[src/rtl/isqrt_pkg.sv]
// Shared definitions for the isqrt_rv square-root block: FSM state encoding
// and helpers that derive the datapath widths from the block parameters.
package isqrt_pkg;

    typedef enum logic [1:0] {
        IDLE = 2'd0,
        CALC = 2'd1,
        DONE = 2'd2
    } state_t;

    localparam int DEFAULT_BIT_WIDTH       = 12;
    localparam int DEFAULT_STEPS_PER_CYCLE = 1;

    // Root has one bit per radicand bit pair.
    function automatic int root_width(input int bit_width);
        return bit_width / 2;
    endfunction

    // Internal remainder carries two guard bits so that (rem << 2) | pair
    // never overflows before the trial subtraction.
    function automatic int rem_width(input int bit_width);
        return bit_width / 2 + 2;
    endfunction

    // Final remainder is bounded by 2*root, so one bit above the root suffices.
    function automatic int rem_out_width(input int bit_width);
        return bit_width / 2 + 1;
    endfunction

    // Number of clock edges spent in CALC.
    function automatic int num_iters(input int bit_width, input int steps);
        if (steps < 1) begin
            return 1;
        end
        return bit_width / (2 * steps);
    endfunction

    function automatic int cnt_width(input int bit_width, input int steps);
        return $clog2(num_iters(bit_width, steps) + 1);
    endfunction

    // Legal parameter combinations: even width >= 4, 1..3 digits per clock,
    // and the digit count dividing the number of root bits.
    function automatic bit params_ok(input int bit_width, input int steps);
        if ((bit_width % 2) != 0 || bit_width < 4) begin
            return 1'b0;
        end
        if (steps < 1 || steps > 3) begin
            return 1'b0;
        end
        return ((bit_width / 2) % steps) == 0;
    endfunction

endpackage

[src/rtl/isqrt_step.sv]
// One restoring square-root digit step: bring down the next radicand bit
// pair, try to subtract (root<<2)|1 and set the new root bit accordingly.
module isqrt_step #(
    parameter int ROOT_W = 6
) (
    input  logic [ROOT_W-1:0] root_prev,
    input  logic [ROOT_W+1:0] rem_prev,
    input  logic [1:0]        pair,
    output logic [ROOT_W-1:0] root_next,
    output logic [ROOT_W+1:0] rem_next
);

    logic [ROOT_W+1:0] trial_rem_s;
    logic [ROOT_W+1:0] trial_sub_s;

    // Partial remainder with the next bit pair appended.
    assign trial_rem_s = (rem_prev << 2) | {{ROOT_W{1'b0}}, pair};
    // Trial subtrahend (root << 2) | 1, exactly the remainder width.
    assign trial_sub_s = {root_prev, 2'b01};

    // Restoring decision: keep the subtraction only when it does not go negative.
    always_comb begin
        root_next = root_prev << 1;
        rem_next  = trial_rem_s;
        if (trial_rem_s >= trial_sub_s) begin
            root_next = (root_prev << 1) | ROOT_W'(1'b1);
            rem_next  = trial_rem_s - trial_sub_s;
        end else begin
            root_next = root_prev << 1;
            rem_next  = trial_rem_s;
        end
    end

endmodule

[src/rtl/isqrt_rv.sv]
// Iterative integer square root with valid/ready handshakes on both sides.
// A radicand is accepted in IDLE, resolved STEPS_PER_CYCLE root digits per
// clock in CALC, and the result is held in DONE until the consumer takes it.
module isqrt_rv
    import isqrt_pkg::*;
#(
    parameter int BIT_WIDTH       = DEFAULT_BIT_WIDTH,
    parameter int STEPS_PER_CYCLE = DEFAULT_STEPS_PER_CYCLE
) (
    input  logic                   clk,
    input  logic                   reset,
    input  logic                   in_valid,
    output logic                   in_ready,
    input  logic [BIT_WIDTH-1:0]   x_in,
    output logic                   out_valid,
    input  logic                   out_ready,
    output logic [BIT_WIDTH/2-1:0] root,
    output logic [BIT_WIDTH/2:0]   rem
);

    localparam int RW    = root_width(BIT_WIDTH);
    localparam int REMW  = rem_width(BIT_WIDTH);
    localparam int OUTW  = rem_out_width(BIT_WIDTH);
    localparam int N     = num_iters(BIT_WIDTH, STEPS_PER_CYCLE);
    localparam int CW    = cnt_width(BIT_WIDTH, STEPS_PER_CYCLE);
    localparam int SHIFT = 2 * STEPS_PER_CYCLE;

    localparam logic [CW-1:0] CNT_LOAD = CW'(N);
    localparam logic [CW-1:0] CNT_ONE  = CW'(1);

    if (!params_ok(BIT_WIDTH, STEPS_PER_CYCLE)) begin : g_param_check
        $error("isqrt_rv: BIT_WIDTH must be even and >= 4, STEPS_PER_CYCLE in 1..3 and dividing BIT_WIDTH/2");
    end

    state_t                state_r;
    logic [CW-1:0]         cnt_r;
    logic [BIT_WIDTH-1:0]  x_sh_r;
    logic [RW-1:0]         root_acc_r;
    logic [REMW-1:0]       rem_acc_r;
    logic [RW-1:0]         root_r;
    logic [OUTW-1:0]       rem_r;
    logic                  in_ready_r;
    logic                  out_valid_r;

    logic [STEPS_PER_CYCLE:0][RW-1:0]   root_chain_s;
    logic [STEPS_PER_CYCLE:0][REMW-1:0] rem_chain_s;

    assign root_chain_s[0] = root_acc_r;
    assign rem_chain_s[0]  = rem_acc_r;

    // Chain of digit steps; step g consumes the g-th bit pair from the top.
    for (genvar g = 0; g < STEPS_PER_CYCLE; g++) begin : g_step
        isqrt_step #(
            .ROOT_W (RW)
        ) u_step (
            .root_prev (root_chain_s[g]),
            .rem_prev  (rem_chain_s[g]),
            .pair      (x_sh_r[BIT_WIDTH-1-2*g -: 2]),
            .root_next (root_chain_s[g+1]),
            .rem_next  (rem_chain_s[g+1])
        );
    end

    // Control FSM with counter, radicand shifter and result registers.
    always_ff @(posedge clk) begin
        if (reset) begin
            state_r     <= IDLE;
            cnt_r       <= {CW{1'b0}};
            x_sh_r      <= {BIT_WIDTH{1'b0}};
            root_acc_r  <= {RW{1'b0}};
            rem_acc_r   <= {REMW{1'b0}};
            root_r      <= {RW{1'b0}};
            rem_r       <= {OUTW{1'b0}};
            in_ready_r  <= 1'b1;
            out_valid_r <= 1'b0;
        end else begin
            case (state_r)
                IDLE: begin
                    if (in_valid && in_ready_r) begin
                        state_r    <= CALC;
                        x_sh_r     <= x_in;
                        root_acc_r <= {RW{1'b0}};
                        rem_acc_r  <= {REMW{1'b0}};
                        cnt_r      <= CNT_LOAD;
                        in_ready_r <= 1'b0;
                    end
                end
                CALC: begin
                    x_sh_r     <= x_sh_r << SHIFT;
                    root_acc_r <= root_chain_s[STEPS_PER_CYCLE];
                    rem_acc_r  <= rem_chain_s[STEPS_PER_CYCLE];
                    cnt_r      <= cnt_r - CNT_ONE;
                    if (cnt_r == CNT_ONE) begin
                        // Final digits resolved: publish the result.
                        state_r     <= DONE;
                        root_r      <= root_chain_s[STEPS_PER_CYCLE];
                        rem_r       <= OUTW'(rem_chain_s[STEPS_PER_CYCLE]);
                        out_valid_r <= 1'b1;
                    end
                end
                DONE: begin
                    if (out_ready) begin
                        state_r     <= IDLE;
                        out_valid_r <= 1'b0;
                        in_ready_r  <= 1'b1;
                    end
                end
                default: begin
                    state_r     <= IDLE;
                    cnt_r       <= {CW{1'b0}};
                    in_ready_r  <= 1'b1;
                    out_valid_r <= 1'b0;
                end
            endcase
        end
    end

    assign in_ready  = in_ready_r;
    assign out_valid = out_valid_r;
    assign root      = root_r;
    assign rem       = rem_r;

endmodule

[config.mk]
export PLATFORM = sky130hd
export DESIGN_NAME = isqrt_rv
export DESIGN_NICKNAME = d
export VERILOG_FILES = /design/src/rtl/isqrt_pkg.sv /design/src/rtl/isqrt_step.sv /design/src/rtl/isqrt_rv.sv
export SDC_FILE = /design/constraint.sdc
export NUM_CORES = 1
export LEC_CHECK = 0
export CORE_MARGIN = 2
export CORE_UTILIZATION = 30
export CTS_CLUSTER_SIZE = 30
export DETAILED_ROUTE_END_ITERATION = 10
export PLACE_DENSITY = 0.55
export SYNTH_ARGS = -nofsm -noshare
export SYNTH_HDL_FRONTEND = slang
export SYNTH_SLANG_ARGS = --single-unit
[constraint.sdc]
create_clock -name clk -period 2.17 [get_ports clk]
set_input_delay 0.3255 -clock clk [delete_from_list [all_inputs] [get_ports clk]]
set_output_delay 0.3255 -clock clk [all_outputs]
set_load 0.1 [all_outputs]
[Yosys cells after proc, flatten, opt, wreduce, memory -nomap -nowiden]
Cells that the tools add are included.
Cells by class
  $add $sub $neg: 2
  order comparisons: 1
  equal/unequal tests: 6
  muxes and demuxes: 20
  bitwise gates (word level): 4
  reductions and logical operators: 9
Operators with widths (number)
  $pmux 12 s2: 1
  $pmux 6 s2: 2
  $mux 12: 1
  $mux 6: 2
  $pmux 3 s3: 1
  $reduce_and 3->1: 3
  $ge 8x8->1: 1
  $or 8x2->8: 1
  $mux 7: 1
  $sub 7x7->7: 1
  $mux 2: 3
  $ne 2x2->1 const B: 3
  $pmux 1 s3: 2
  $pmux 2 s3: 1
  $reduce_and 2->1: 3
  $mux 1: 5
  $eq 3x1->1 const B: 1
  $mux 3: 1
  $not 1->1: 3
  $sub 3x1->3 const B: 1
  $eq 2x1->1 const B: 1
  $eq 2x2->1 const B: 1
  $logic_not 2->1: 1
  $reduce_bool 2->1: 1
  $logic_and 1x1->1: 1
Word-level totals
  flip-flop bits (word level): 44
  input bits: 16
  output and inout bits: 15
  logic and storage cells: 51

[Logic depth before layout (Yosys ltp)]
Gate-level depths: netlist (run 1).
  depth after elaboration: 4
  depth in mapped cells: 8
  mapped depth without buffers: 7

[Cells and area by module]
A second synthesis (run 1) with hierarchy kept.
Second synthesis, totals
  cells, all modules: 266
  area total of the unflattened synthesis: 2384.8 µm²
Modules (own cells, without submodules)
  isqrt_rv: times used 1, cells each 187, area an instance 1805.5 µm², seq. area each 920.9 µm²
  isqrt_step: times used 1, cells each 79, area an instance 579.3 µm², seq. area each 0.0 µm²

[Least setup slack after synthesis (run 1)]
OpenSTA, ideal clock, no wires.
  kind: reg2reg
  start point: reg in_ready_r (netlist: in_ready)
  end point: reg x_sh_r[10]
  setup time: 0.143 ns
  arrival time: 1.793 ns
  data required time: 2.027 ns
  path slack: 0.233 ns
  stages on the path, launching flop included: 5
  path buffers: 1
  clock period less this slack: 1.937 ns
  cell sequence: dfxtp_1 > a21oi_1 > nor2_1 > clkbuf_1 > a311oi_1
On the way
  word-level cells in the longest chain between the ends: 3
RTL lines
  from (decl): RTL line isqrt_rv.sv:42  | logic in_ready_r;
  from (signal assigned): RTL line isqrt_rv.sv:74  | in_ready_r <= 1'b1;
  from (signal assigned): RTL line isqrt_rv.sv:85  | in_ready_r <= 1'b0;
  from (signal assigned): RTL line isqrt_rv.sv:105  | in_ready_r <= 1'b1;
  $logic_and 1x1->1: RTL line isqrt_rv.sv:79  | if (in_valid && in_ready_r) begin
  $ne 2x2->1 (no source line)
  $reduce_and 2->1 (no source line)
  to (signal assigned): RTL line isqrt_rv.sv:69  | x_sh_r <= {BIT_WIDTH{1'b0}};
  to (signal assigned): RTL line isqrt_rv.sv:81  | x_sh_r <= x_in;
  to (signal assigned): RTL line isqrt_rv.sv:89  | x_sh_r <= x_sh_r << SHIFT;
  to (decl): RTL line isqrt_rv.sv:37  | logic [BIT_WIDTH-1:0] x_sh_r;
Every way passes these cells.
A chain may end at the register's enable or synchronous reset.

[Worst setup path in the final report (run 1)]
  start point: reg root_acc_r[1]
  end point: reg rem_r[6] (netlist: rem[6])
On the way
  word-level cells in the longest chain between the ends: 2
  elaborated cells on any way between the ends: 3
  those cells by class: add/sub: 1; order compare: 1; mux: 1
RTL lines
  from (decl): RTL line isqrt_rv.sv:38  | logic [RW-1:0] root_acc_r;
  from (signal assigned): RTL line isqrt_rv.sv:70  | root_acc_r <= {RW{1'b0}};
  from (signal assigned): RTL line isqrt_rv.sv:82  | root_acc_r <= {RW{1'b0}};
  from (signal assigned): RTL line isqrt_rv.sv:90  | root_acc_r <= root_chain_s[STEPS_PER_CYCLE];
  $sub 7x7->7 / $ge 8x8->1 (equally long branches): RTL line isqrt_step.sv:27, isqrt_step.sv:25
  $mux 7 *: RTL line isqrt_step.sv:25  | if (trial_rem_s >= trial_sub_s) begin
  to (signal assigned): RTL line isqrt_rv.sv:73  | rem_r <= {OUTW{1'b0}};
  to (signal assigned): RTL line isqrt_rv.sv:97  | rem_r <= OUTW'(rem_chain_s[STEPS_PER_CYCLE]);
  to (decl): RTL line isqrt_rv.sv:41  | logic [OUTW-1:0] rem_r;
Every way passes the cells marked *; elsewhere a longest branch is shown, timed or not.

==> results of run 1 <==
flip-flops by register name, summed over array words and instances (netlist names):
register	cells
rem_acc_r	6
in_ready	1
cnt_r	3
root_acc_r	6
state_r	2
rem	7
x_sh_r	12
out_valid	1
root	6
worst min path at each step:
stage / depth (start not counted) / end / slack (ps) / start
final: 2 / root[3] / 460 / root[3]
after global placement: 2 / rem[3] / 440 / rem[3]
after global routing: 2 / root[3] / 490 / root[3]
after CTS: 2 / root[3] / 460 / root[3]
after floorplan: 2 / rem_acc_r[5] / 430 / rem_acc_r[5]
after detailed placement: 2 / root[3] / 450 / root[3]
kinds of logic after synthesis:
| kind of cell | share of synthesized area (%) |
|---|---|
| compound gates | 26.19 |
| xor+xnor | 1.975 |
| fa+ha+maj | 5.643 |
| buf+inv | 6.603 |
| flops | 39.73 |
| mux | 0.9030 |
| simple gates | 18.96 |
synthesized netlist by cell type (4+ instances only):
cell type	instances
buf_2	4
nor2_1	33
ha_1	10
nand2_1	47
inv_1	13
a21oi_1	21
a22oi_1	8
dfxtp_1	44
clkbuf_1	11
a311oi_1	10
xnor2_1	4
o21ai_0	8
report_power, final:
group	internal (mW)	switching, mW	total (mW)
registers	0.873	0.0525	0.925
clock network	0.406	0.279	0.685
logic	0.412	0.529	0.941
layer usage:
metal	up-vias	GRT usage, %	wire, um
met2	38	20.83	2320
li1	992	-	-
met3	7	3.772	232
met5	-	0	0
met4	0	3.974	75
met1	860	17.78	2536
stage by stage:
| stage | instance area (um^2) | utilization (%) | hold slack (ps) | total power, mW |
|---|---|---|---|---|
| after floorplan | 2217 | - | 431.5 | 1.682 |
| after global placement | 2566 | 35.57 | 443.0 | 1.817 |
| final | 2726 | 37.79 | 458.0 | 2.551 |
| after detailed placement | 2566 | 35.57 | 450.2 | 1.819 |
| after CTS | 2693 | 37.32 | 461.7 | 2.516 |
| after global routing | 2726 | 37.79 | 488.5 | 2.714 |
worst min-delay path, delay by kind of cell, from the launching register on:
kind	cells	cell delay, ps
flops	1	320
simple gates	1	50
compound gates	1	50
what timing repair did:
item	CTS	global route
endpoints found under the setup margin	0	6
gates resized for setup	0	5
setup buffers	0	1
cell type report:
class                   count  area, um^2
inverters                  13       48.80
clock inverters             1       30.03
well taps                  99       123.9
fillers                   758        4488
flip-flops and latches     44       880.8
repair buffers             39       330.3
clock buffers               7       96.34
multi-input cells         192        1216
==> summary.txt, run 1 <==
Timing
  • Setup Skew: ~12 ps
  • Final Hold Fails: 0
  • Slew Viols, Final: 0
  • Peak clock frequency supported by timing: 488.9 MHz
  • Final setup margin: 124.5 ps
  • Unrepaired setup endpoints after global routing: false
  • Minimum clock period: 2046 ps
  • Worst slew margin: 68.32%
  • Worst Tran Pin Value: about 470 ps
  • Setup Total Neg Slack: 0 ps
  • Setup violations, final: 0
  • Final worst-path cycle share: between 90 and 100%

Critical path
  • Crit start category: flop
  • FF-to-FF End: rem[6]
  • CP Depth: 7
  • Setup crit start: root_acc_r[1]
  • Crit path buf inv count: 1
  • Flop-to-flop setup slack: about 120 ps
  • Reg2Reg Depth: 7
  • CP peak stage delay: around 500 ps
  • WS Path Type: flop to flop
  • Peak fanout along the critical path: 5
  • CP Capture Point: rem[6]
  • RR Startpoint: root_acc_r[1]
  • Crit path DAT: 2290 ps
  • Worst-path cell chain: inv_1 > ha_1 > o21a_1 > a21boi_1 > or4b_4 > a41oi_2 > o221a_1
  • Crit path max-delay family: compound AO/OA/AOI/OAI gates
  • Slowest CP cell: or4b_4
  • Endpoint class of the critical path: flop
  • CP Data Required Time: approximately 2400 ps

Routing
  • DRC errors left: 0
  • Initial drt markers: just under 80
  • DR vias: between 1500 and 2000
  • ANT nets after route: 0
  • Via density: around 4.8
  • Initial DRT Pass Iterations: 4
  • Post-Route WL: approximately 5.2 mm
  • Wire per inst: approximately 13 um

Synth
  • Ys Warns: 0
  • Sequential-to-total area share from yosys stat: 39.73%
  • Cell Area, Synth: 0.002217 mm^2
  • Count of cell types in the netlist: 49
  • Syn_area_per_cell: between 8 and 9 um^2
  • Dominant cell type by area after synthesis: dfxtp_1
  • Ys flop type: dfxtp_1
  • Top post-synthesis cells by area: dfxtp_1 (40%), nand2_1 (8.0%), ha_1 (5.6%)
  • Share of the synthesized area in the top cell type: about two fifths
  • Post-synth EDFFs: 0
  • Synthesized instance count: 267
  • FFs w/ async S/R, synth: 0%
  • Flops & latches, synth: 44
  • Syn nets: approximately 290

Clock tree
  • Clock Latency Late Sink: 300 ps
  • CTS tree: yes
  • Hold buffer count at CTS: 0
  • Root Driver: clkbuf_8
  • Num CTS Buffers: 5
  • Clock transition at the registers of the reported paths: about 80 ps
  • Clk sinks: 44
  • H-tree level count: 2
  • Bufs on Longest Clock Path: 2

Placement
  • Hpwl dp: about 3.7 mm
  • Placed cells: 386
  • # port buffers: 30
  • Pre-CTS setup slack: 127.8 ps
  • GP Congestion: between 0.8 and 0.9

Finish
  • P&R area growth vs syn: 22.97%
  • Most frequent cells in the layout: nand2_1 (47), dfxtp_1 (44), nor2_1 (33)
  • Number of diodes: 0
  • Non-filler instance count after layout: roughly 400
  • Share of post-route cells with drive strength above 1: around 15%
  • Fin nets: roughly 320
  • Most common cell after layout, fill and taps aside: nand2_1

Floorplan
  • Die height: 89.97 um
  • Starting density of the core: about 30%
  • Die width: ~90 um
  • Total core area: 0.007214 mm^2
  • Top-Level Pins: 31
  • Die ar.: about 0.0081 mm^2
  • Rows: 31

GRT
  • First-pass GRT wire length: 8.749 mm
  • Total global routing track utilization: between 10% and 20%
  • Largest net degree at the start of global routing: 33
  • Initial antenna violation count: 0
  • Total congestion overflow: 0
  • Vias in the first global route: approximately 1800

Pwr
  • Static leakage: between 1 and 1.5 nW
  • P per Cell Area: between 900 and 1000 mW/mm^2
  • Peak supply drop: 355.7 uV

Min path
  • Hold Path Class: flop to flop

Job
  • Max-cap viol count: 0

Run status
  • Status: finished, final reports clean
Power figures use the tool's default switching activity.
==> run 2, diff against run 1 <==
Settings changed: CTS_BUF_LIST set to sky130_fd_sc_hd__clkbuf_8.
==> results of run 2 <==
The final DEF is identical to that of run 1; final timing and power are the same.
==> run 3, diff against run 2 <==
Settings changed: SETUP_SLACK_MARGIN set to 0.5.
==> run 3 against run 2 <==
Net effect: first-iteration DRC count shrank 22%; sequential share of layout area shrank 2.7 points; routed wire length grew 5.4%; design area grew 11%; die area is the same; sequential cell count is the same; via count grew 4.0%; core utilization grew 4.2 points; sequential power grew 0.8%; worst hold slack lost 2.1 ps; critical path depth is the same; highest routed layer unchanged.
==> summary.txt, run 3 (same netlist as run 1, synthesis figures left out) <==
Critical path
  • Crit start category: flop
  • WS Path Type: flop to flop
  • Crit path buf inv count: 1
  • Slowest CP cell: or4b_4
  • CP peak stage delay: 490 ps
  • CP Capture Point: rem[6]
  • Peak fanout along the critical path: 5
  • Crit path DAT: 2090 ps
  • CP Data Required Time: 2390 ps
  • CP Depth: 7
  • Setup crit start: root_acc_r[1]
  • FF-to-FF End: rem[6]
  • Flop-to-flop setup slack: 310 ps
  • RR Startpoint: root_acc_r[1]
  • Worst-path cell chain: inv_2 > ha_4 > o21a_1 > a21boi_1 > or4b_4 > a41oi_2 > o221a_1
  • Endpoint class of the critical path: flop
  • Reg2Reg Depth: 7
  • Crit path max-delay family: compound AO/OA/AOI/OAI gates

Pwr
  • Net Sw Power: between 0.9 and 1 mW
  • Clock share of power: about 17%
  • Comb pwr share: between 40% and 50%
  • Tot Pwr: ~2.8 mW
  • Internal power: roughly 1.8 mW
  • Seq pwr share: between 30 and 40%
  • Sw frac: ~36%
  • P per Cell Area: just over 900 mW/mm^2
  • Peak supply drop: 339.0 uV
  • Static leakage: between 1 and 1.5 nW

Clock tree
  • CTS tree: yes
  • Num CTS Buffers: 5
  • Clk sinks: 44
  • Clock Latency Late Sink: just under 300 ps
  • H-tree level count: 2
  • Root Driver: clkbuf_8
  • Hold buffer count at CTS: 0
  • Clock transition at the registers of the reported paths: ~80 ps
  • Bufs on Longest Clock Path: 2

GRT
  • First-pass GRT wire length: ~9 mm
  • Total congestion overflow: 0
  • Initial antenna violation count: 0
  • Vias in the first global route: around 1900
  • Total global routing track utilization: 13.53%
  • Largest net degree at the start of global routing: 24

Timing
  • Setup Skew: between 9 and 10 ps
  • Worst slew margin: about three fifths
  • Peak clock frequency supported by timing: 536.3 MHz
  • Final Hold Fails: 0
  • Worst Tran Pin Value: 619.7 ps
  • Final worst-path cycle share: a little under nine tenths
  • Minimum clock period: between 1500 and 2000 ps
  • Unrepaired setup endpoints after global routing: true
  • Setup violations, final: 0
  • Slew Viols, Final: 0
  • Setup Total Neg Slack: 0 ps

Finish
  • Most common cell after layout, fill and taps aside: nand2_1
  • Most frequent cells in the layout: nand2_1 (45), buf_4 (37), nor2_1 (32), dfxtp_1 (32), a21oi_1 (18)
  • Number of diodes: 0
  • Max reg flops: 12
  • # fillers: roughly 770
  • Top reg by flops: x_sh_r
  • Final instance area: approximately 0.0030 mm^2
  • Share of post-route cells with drive strength above 1: about a third
  • Fin nets: between 300 and 400
  • P&R area growth vs syn: 36.74%

Floorplan
  • Die width: 89.97 um
  • Top-Level Pins: 31
  • Die ar.: roughly 0.0081 mm^2
  • Total core area: about 0.0072 mm^2
  • Starting density of the core: 30.73%
  • Rows: 31
  • Die height: 89.97 um

Run status
  • Status: finished, final reports clean

Routing
  • DR vias: between 1500 and 2000
  • Wire per inst: between 10 and 15 um
  • Post-Route WL: about 5.4 mm
  • ANT nets after route: 0
  • Initial drt markers: 62
  • DRC errors left: 0
  • Via density: slightly below 5
  • Initial DRT Pass Iterations: 4

Placement
  • GP Congestion: about 0.77
  • # port buffers: 30
  • Hpwl dp: 3.834 mm
  • Dpl cell area: between 0.002 and 0.003 mm^2

Min path
  • Hold Path Class: flop to flop

Job
  • Max-cap viol count: 0
## run 3: changes by cell type in the layout (fill, tap and decap cells not counted), moves of 3 or more
cell	delta
inv_1	-5
buf_4	+13
ha_4	+6
ha_1	-7
dfxtp_1	-12
inv_2	+6
dfxtp_2	+11
o21ai_1	+3
o21ai_0	-4
## run 3: cell type report
type                            count  area, um^2  share of cell area (%)
Sequential cell                    44       898.4                   29.63
Clock inverter                      2       8.758                  0.2889
Timing Repair Buffer               55       470.5                   15.52
Clock buffer                        5       68.82                   2.270
Inverter                           13       48.80                   1.610
Multi-Input combinational cell    192        1413                   46.59
Tap cell                           99       123.9                   4.086
## run 3: what timing repair did
| action | 4_1_cts | 5_1_grt |
|---|---|---|
| pin swaps | 15 | 6 |
| setup buffers | 13 | 4 |
| resized for setup | 21 | 8 |
| setup endpoints to repair | 20 | 15 |
## run 3: routing by layer
layer	wire [um]	global-route usage, %	vias to the layer above
met5	0	0	-
met4	53	2.949	0
met3	161	2.934	4
met2	2617	23.04	32
met1	2610	17.67	914
li1	-	-	1022
## run 3: worst min-delay path by stage
stage	startpoint	slack [ps]	endpoint	cells past startpoint
after floorplan	rem_acc_r[5]	430	rem_acc_r[5]	2
after global placement	root[4]	450	root[4]	2
after detailed placement	root[5]	450	root[5]	2
after CTS	root[5]	460	root[5]	2
after global routing	rem[5]	480	rem[5]	2
final	root[4]	460	root[4]	2
## run 3: power by group through the flow
stage / Sequential, mW / Combinational, mW / Clock, mW
2_1_floorplan: 0.984 / 0.818 / 0
3_3_place_gp: 0.953 / 1.01 / 0
3_5_place_dp: 0.953 / 1.01 / 0
4_1_cts: 0.932 / 1.21 / 0.499
5_1_grt: 0.943 / 1.45 / 0.544
6_report: 0.932 / 1.35 / 0.475
## run 3: through the flow
stage	hold WS, ps	std cells	setup WS, ps	util, %
after floorplan	431.5	267	404.9	-
after global placement	445.1	386	236.0	37.65
after detailed placement	448.9	386	206.8	37.65
after CTS	459.9	406	318.1	41.07
after global routing	481.8	410	240.4	42.02
final	456.0	410	305.5	42.02
## run 3: worst register-to-register path, stage by stage (launching register included)
cell and delay [ps]:
dfxtp_2 340, inv_2 50, ha_4 240, o21a_1 210
a21boi_1 150, or4b_4 490, a41oi_2 150, o221a_1 190
